### src/rtl/lbd_arb_pkg.sv
// ---------------------------------------------------------------------------
// lbd_arb_pkg
// Shared definitions for the two-requester leading-run arbiter:
//   state_t  : output register state (EMPTY / FULL)
//   N_DEF    : default operand width
//   RS_DEF   : default count-width parameter (count output is RS_DEF+1 bits)
//   log2     : ceiling log2, usable in parameter expressions
// ---------------------------------------------------------------------------
package lbd_arb_pkg;

    typedef enum logic {
        EMPTY = 1'b0,
        FULL  = 1'b1
    } state_t;

    function automatic int log2(input int v);
        int r;
        r = 0;
        while ((1 << r) < v) r = r + 1;
        return r;
    endfunction

    localparam int N_DEF  = 8;
    localparam int RS_DEF = log2(N_DEF);

endpackage

### src/rtl/lead_run_counter.sv
// ---------------------------------------------------------------------------
// lead_run_counter
// Combinational leading-run counter. The result is 1 plus the number of
// consecutive bits, scanning from bit N-2 down to bit 1, that match the sign
// bit N-1. Bit 0 never takes part, so the range is 1..N-1.
// Ports:
//   din  [N-1:0]  operand
//   cnt  [RS:0]   leading-run count
// ---------------------------------------------------------------------------
module lead_run_counter
    import lbd_arb_pkg::*;
#(
    parameter int N  = N_DEF,
    parameter int RS = log2(N)
) (
    input  logic [N-1:0] din,
    output logic [RS:0]  cnt
);

    logic run;
    logic unused_lsb;

    assign unused_lsb = din[0];

    always_comb begin
        cnt = (RS+1)'(1);
        run = 1'b1;
        for (int i = N - 2; i >= 1; i--) begin
            if (run && (din[i] == din[N-1])) begin
                cnt = cnt + (RS+1)'(1);
            end else begin
                run = 1'b0;
            end
        end
    end

endmodule

### src/rtl/lbd_share_arbiter.sv
// ---------------------------------------------------------------------------
// lbd_share_arbiter
// Two requesters share one leading-run counter. A one-entry result register
// (EMPTY/FULL) holds the count and the owning requester id. A new operand is
// accepted whenever the register is empty or being drained this cycle, so
// back-to-back results flow at one per cycle.
// Build option:
//   LBD_ARB_ROUND_ROBIN_EN defined   : ties alternate (pointer moves to the
//                                      requester that lost)
//   LBD_ARB_ROUND_ROBIN_EN undefined : fixed priority, requester 0 wins ties
// Ports:
//   clk, rst_n          clock, asynchronous active-low reset
//   in_valid[1:0]       per-requester operand present
//   in_data0, in_data1  operands (N bits)
//   in_ready[1:0]       one-hot accept, combinational
//   out_valid           result register FULL
//   out_ready           consumer takes the result
//   out_shift[RS:0]     leading-run count of the granted operand
//   out_id              requester that owns out_shift
// ---------------------------------------------------------------------------
module lbd_share_arbiter
    import lbd_arb_pkg::*;
#(
    parameter int N  = N_DEF,
    parameter int RS = log2(N)
) (
    input  logic         clk,
    input  logic         rst_n,
    input  logic [1:0]   in_valid,
    input  logic [N-1:0] in_data0,
    input  logic [N-1:0] in_data1,
    output logic [1:0]   in_ready,
    output logic         out_valid,
    input  logic         out_ready,
    output logic [RS:0]  out_shift,
    output logic         out_id
);

    state_t      state, state_nx;
    logic        ptr;
    logic        acc;
    logic [1:0]  gnt_p0;
    logic        sel_p0;
    logic [N-1:0] data_p0;
    logic [RS:0] cnt_p0;
    logic [RS:0] shift_p1;
    logic        id_p1;

    // Stage 0: arbitration and count on the granted operand
    assign acc = (state == EMPTY) || out_ready;

    always_comb begin
        gnt_p0 = 2'b00;
        if (acc && rst_n) begin
            case (in_valid)
                2'b01:   gnt_p0 = 2'b01;
                2'b10:   gnt_p0 = 2'b10;
                2'b11:   gnt_p0 = ptr ? 2'b10 : 2'b01;
                default: gnt_p0 = 2'b00;
            endcase
        end
    end

    assign sel_p0  = gnt_p0[1];
    assign data_p0 = sel_p0 ? in_data1 : in_data0;

    lead_run_counter #(
        .N  (N),
        .RS (RS)
    ) u_cnt (
        .din (data_p0),
        .cnt (cnt_p0)
    );

`ifdef LBD_ARB_ROUND_ROBIN_EN
    // Pointer names the requester that lost the last grant.
    always_ff @(posedge clk or negedge rst_n) begin
        if (!rst_n) begin
            ptr <= 1'b0;
        end else if (gnt_p0 != 2'b00) begin
            ptr <= ~sel_p0;
        end
    end
`else
    assign ptr = 1'b0;
`endif

    // FSM: state register
    always_ff @(posedge clk or negedge rst_n) begin
        if (!rst_n) begin
            state <= EMPTY;
        end else begin
            state <= state_nx;
        end
    end

    // FSM: next state
    always_comb begin
        state_nx = state;
        if (gnt_p0 != 2'b00) begin
            state_nx = FULL;
        end else if (out_ready) begin
            state_nx = EMPTY;
        end
    end

    // FSM: outputs
    always_comb begin
        out_valid = (state == FULL);
        in_ready  = gnt_p0;
    end

    // Stage 1: result register
    always_ff @(posedge clk or negedge rst_n) begin
        if (!rst_n) begin
            shift_p1 <= '0;
            id_p1    <= 1'b0;
        end else if (gnt_p0 != 2'b00) begin
            shift_p1 <= cnt_p0;
            id_p1    <= sel_p0;
        end
    end

    assign out_shift = shift_p1;
    assign out_id    = id_p1;

endmodule
### config.mk
export PLATFORM = sky130hd
export DESIGN_NAME = lbd_share_arbiter
export DESIGN_NICKNAME = d
export VERILOG_FILES = /design/src/rtl/lbd_arb_pkg.sv /design/src/rtl/lead_run_counter.sv /design/src/rtl/lbd_share_arbiter.sv
export SDC_FILE = /design/constraint.sdc
export NUM_CORES = 1
export LEC_CHECK = 0
export BUFFER_PORTS_ARGS = -buffer_cell sky130_fd_sc_hd__buf_2
export CORE_AREA = 2 2 39 41
export DETAILED_ROUTE_END_ITERATION = 8
export DIE_AREA = 0 0 41 43
export PLACE_DENSITY_LB_ADDON = 0.05
export SLEW_MARGIN = 10
export SYNTH_ARGS = -nofsm -noshare
export SYNTH_HDL_FRONTEND = slang
export SYNTH_SLANG_ARGS = --single-unit
### constraint.sdc
create_clock -name clk -period 1.4 [get_ports clk]
set_clock_uncertainty 0.15 [all_clocks]
set_input_delay 0.07 -clock clk [delete_from_list [all_inputs] [get_ports clk]]
set_output_delay 0.07 -clock clk [all_outputs]
set_load 0.05 [all_outputs]
==> results of run 1 <==
==> cell usage after synthesis, types with 2 or more instances <==
library cell / number / share of area
dfrtp_1: 6 / 0.32
nand2_1: 6 / 0.049
nor2_1: 6 / 0.049
inv_1: 4 / 0.032
o21ai_0: 4 / 0.043
a21oi_1: 3 / 0.032
nor2b_1: 3 / 0.040
a2bb2oi_1: 2 / 0.038
a31oi_1: 2 / 0.027
o221a_2: 2 / 0.049
==> power groups by stage <==
stage | clock (mW) | combinational (mW) | sequential (mW)
finish | 0.179 | 0.271 | 0.212
global route | 0.195 | 0.295 | 0.216
CTS | 0.182 | 0.271 | 0.213
detailed placement | 0 | 0.252 | 0.215
global placement | 0 | 0.251 | 0.214
floorplan | 0 | 0.0933 | 0.296
==> kinds of logic (layout without fill, tap and decap cells) <==
group,Yosys count,after routing,share of synthesized area
AOI/OAI and AO/OA,20,20,0.334
buffers and inverters,5,40,0.0431
DFF,6,6,0.323
and+or+nand+nor,25,25,0.299
==> layer usage <==
layer / vias up / GRT usage / part of all wire
met5: - / 0 / 0
met4: 0 / 0.120 / 0.017
met3: 3 / 0.0157 / 0.056
met2: 20 / 0.284 / 0.48
met1: 237 / 0.213 / 0.44
li1: 279 / - / -
==> worst min-delay path: cells and delay by family <==
family / cells / cell delay (ps)
compound gates: 2 / 230
buf+inv: 1 / 140
==> final cells by class <==
type,instances,share of cell area
clock buffers,4,0.0366
flip-flops and latches,6,0.211
well taps,16,0.0279
multi-input cells,45,0.416
inverters,4,0.0209
repair buffers,32,0.287
==> worst max-delay path by stage <==
stage,slack [ps],from,end,cells past startpoint
5_1_grt,-20,out_valid,in_ready[1],4
4_1_cts,10,out_valid,in_ready[1],4
3_3_place_gp,140,out_valid,in_ready[1],4
6_report,30,out_valid,in_ready[1],4
2_1_floorplan,-30,out_valid,out_shift[2],5
3_5_place_dp,130,out_valid,in_ready[1],4
==> what timing repair did <==
action,4_1_cts,5_1_grt
gates resized for setup,4,2
buffers inserted,1,0
endpoints found under the setup margin,2,3
pin swaps,1,0
hold buffers,5,0
endpoints found under the hold margin,8,0
==> metrics by stage <==
stage	power, mW	TNS, ps	cell area [um^2]	hold WS, ps
finish	0.662	0	718	76.8
detailed placement	0.467	0	616	-225
global route	0.707	-21.0	718	115
global placement	0.465	0	616	-224
CTS	0.666	0	712	76.8
floorplan	0.389	-28.2	485	-376
==> flip-flops by register name (all words and copies together), names as in the netlist <==
| name | flops |
|---|---|
| out_shift | 4 |
| out_id | 1 |
| out_valid | 1 |
==> impl_metrics.tcl, run 1 <==
set metrics [dict create \
    synthFlopType "dfrtp_1" \
    die_y_um 43 \
    synth_edf_count 0 \
    hold_viol_final 0 \
    maxSlewHeadroom 0.806 \
    power_frac_clock 0.270 \
    yosys_warnings 0 \
    postSynth.asyncResetShare 1.00 \
    cts.sinks 6 \
    syn-cell-area_um2 464 \
    first_global_vias 539 \
    path_class "flop to primary output" \
    fin_util 0.519 \
    synth_seq_area_share 0.323 \
    n_antenna_cell 0 \
    fin_crit_sh 0.978 \
    clock_path_buffers 2 \
    worstRegToRegCells 5 \
    combinationalPowerShare 0.409 \
    hpwl_um 948 \
    intPower_uw 405 \
    startpoint_type "flop" \
    layout_common_cells "buf_2, nand2_1, nor2_1" \
    wl_um 1260 \
    numCtsBuffers 3 \
    via_per_inst 5.04 \
    crit_family "flip-flops" \
    grt_max_degree 8 \
    synthCells 56 \
    cts_root_buf "clkbuf_4" \
    timing.final.max_slew_violations 0 \
    syn_to_final_growth_pct 54.7 \
    grt_overflow 0 \
    antenna_found_initial 0 \
    clock_latency_ps 250 \
    setup_ws_ps 30.6 \
    hp-class "primary input to flop" \
    worstPathRequired_ps 1180 \
    wl_per_cell_um 11.7 \
    slowest_stage "dfrtp_2" \
    dr.pass1.iters 4 \
    crit_chain "nand2b_4, nand4b_1, inv_1, buf_6" \
    grt_pass1_wl_um 2140 \
    r2r-start "out_valid" \
    fin_cells 107 \
    final_common_cell "buf_2" \
    critPathMaxStageDelay_ps 420 \
    p_sw_uw 257 \
    numPortBuffers 26 \
    seqPwrFrac 0.321 \
    row_count 14 \
    ys_types 28 \
    maxCapViolCount 0 \
    worst_slew_pin_slew_ps 290 \
    whs_endpoint "out_shift[2]" \
    cts_tree "done" \
    r2r-end "out_shift[0]" \
    multi_input_area_um2 299 \
    drt_iter0_markers 12 \
    outcome "completed" \
    synth_nets 77 \
    finalSetupViolCount 0 \
    regArea_um2 151 \
    clkTransAtPathRegs_ps 50 \
    pre_cts_ws_ps 129 \
    gp_congestion 0.670 \
    worst_setup_path_end_kind "primary output" \
    coreArea_um2 1380 \
    min-delay-start "in_data0[4]" \
    nFillCells 144 \
    drc 0 \
    nets 113 \
    dp_cells 97 \
    holdPathStages 3 \
    antenna_left 0 \
    rsz0062_at_grt "yes" \
    max_freq_mhz 730 \
    leakage_nw 0.348 \
    grt.total_usage 0.179 \
    synth_seq_cells 6 \
    vias 539 \
    fin_crit_ps 1370 \
    p_per_area_nw_per_um2 922 \
    die_w_um 41 \
    p_sw_frac 0.388 \
    regToRegSetupSlack_ps 100 \
    crit_buf_inv 2 \
    crit_fanout 5 \
    drive_gt1_frac 0.429 \
    floorplan.die_area_um2 1760 \
    initial_utilization 0.335 \
    arrival_ps 1150 \
    cts_max_level 1 \
    ir_drop_mv 0.297 \
    avgSynthCellArea_um2 8.29 \
    pin_count 29 \
]
Note: power is estimated with default switching activity, not from simulation.
==> run 2, diff against run 1 <==
- MAX_ROUTING_LAYER: default -> met4
==> impl_metrics.tcl, run 2 (synthesis gave the netlist of run 1 again) <==
set metrics [dict create \
    via_per_inst 5.05 \
    cts_max_level 1 \
    p_per_area_nw_per_um2 922 \
    slowest_stage "dfrtp_2" \
    rsz0062_at_grt "yes" \
    regArea_um2 151 \
    coreArea_um2 1380 \
    nFillCells 144 \
    intPower_uw 405 \
    layout_common_cells "buf_2, nand2_1, nor2_1" \
    top_usage_layer "met2" \
    wl_um 1250 \
    hp-class "primary input to flop" \
    worst_setup_path_end_kind "primary output" \
    finalSetupTns_ps 0 \
    grt_use_met1 0.213 \
    setup_ws_ps 30.7 \
    clock_latency_ps 250 \
    drive_gt1_frac 0.429 \
    leakage_nw 0.348 \
    crit_fanout 5 \
    crit_chain "nand2b_4, nand4b_1, inv_1, buf_6" \
    maxSlewHeadroom 0.806 \
    syn_to_final_growth_pct 54.7 \
    grt_max_degree 8 \
    hpwl_um 948 \
    ir_drop_mv 0.297 \
    pin_count 29 \
    timing.final.max_slew_violations 0 \
    pre_cts_ws_ps 129 \
    placed_cell_area_um2 616 \
    cts_root_buf "clkbuf_4" \
    use_met3 0.0157 \
    gp_congestion 0.677 \
    cts.sinks 6 \
    grt.total_usage 0.183 \
    clkTransAtPathRegs_ps 50 \
    seqPwrFrac 0.321 \
    worst_slew_pin_slew_ps 290 \
    fin_crit_sh 0.978 \
    cts_tree "done" \
    worstPathRequired_ps 1180 \
    antenna_left 0 \
    worst_hold_slack_ps 76.7 \
    numPortBuffers 26 \
    final_area_um2 718 \
    nets 113 \
    drt_iter0_markers 13 \
    combinationalPowerShare 0.409 \
    numCtsBuffers 3 \
    finalSetupViolCount 0 \
    fin_crit_ps 1370 \
    outcome "completed" \
    drc 0 \
    row_count 14 \
    die_w_um 41 \
    p_sw_frac 0.388 \
    startpoint_type "flop" \
    initial_utilization 0.335 \
    die_y_um 43 \
    largest_reg_flops 4 \
    multi_input_area_um2 299 \
    use_met2 0.284 \
    floorplan.die_area_um2 1760 \
    wl_per_cell_um 11.7 \
    grt_overflow 0 \
    grt_pass1_wl_um 2140 \
    power_frac_clock 0.270 \
    final_common_cell "buf_2" \
    first_global_vias 539 \
    path_class "flop to primary output" \
    clock_path_buffers 2 \
    maxCapViolCount 0 \
    critPathMaxStageDelay_ps 420 \
    antenna_found_initial 0 \
    vias 540 \
    n_antenna_cell 0 \
    dr.pass1.iters 4 \
    p_sw_uw 257 \
    arrival_ps 1150 \
    max_freq_mhz 730 \
    hold_viol_final 0 \
]
[run 2: cell counts in the layout (fill, tap and decap cells not counted)]
No cell type changed its count.
[run 2: cell type report]
type                            instances  area share
Timing Repair Buffer                   32       0.287
Tap cell                               16      0.0279
Inverter                                4      0.0209
Clock buffer                            4      0.0366
Multi-Input combinational cell         45       0.416
Sequential cell                         6       0.211
[run 2: worst paths after layout]
check / slack, ps / end / from / depth (start not counted)
max: 30 / in_ready[1] / out_valid / 4
min: 80 / out_shift[2] / in_data0[4] / 3
max reg2reg: 100 / out_shift[0] / out_valid / 5
min reg2reg: 350 / out_shift[3] / out_shift[3] / 1
max in group asynchronous: 190 / out_valid / rst_n / 3
min in group asynchronous: 670 / out_id / rst_n / 3
[run 2: stage by stage]
stage	util	std cells	total power, mW
after floorplan	-	56	0.389
after global placement	0.445	97	0.465
after detailed placement	0.445	97	0.467
after CTS	0.514	107	0.666
after global routing	0.519	107	0.707
final	0.519	107	0.662
[run 2: worst max-delay path: cells and delay by family, from the launching register on]
kind	cells	cell delay, ps
AND/OR/NAND/NOR	2	230
buffers and inverters	2	260
flip-flops	1	420
[run 2: power by group through the flow]
stage / combinational, mW / sequential, mW / clock [mW]
final: 0.271 / 0.212 / 0.179
after CTS: 0.271 / 0.213 / 0.182
after floorplan: 0.0933 / 0.296 / 0
after global placement: 0.251 / 0.214 / 0
after detailed placement: 0.252 / 0.215 / 0
after global routing: 0.295 / 0.216 / 0.195
[run 2: repair_timing]
item / 4_1_cts / 5_1_grt
endpoints found under the setup margin: 2 / 3
endpoints found under the hold margin: 8 / 0
hold buffers: 5 / 0
setup buffers: 1 / 0
pin swaps: 1 / 0
gates resized for setup: 4 / 2
[run 2: layer usage]
metal / vias up / wire (um)
met5: - / 0
met4: 0 / 21
met3: 3 / 70
met2: 20 / 605
met1: 238 / 556
li1: 279 / -
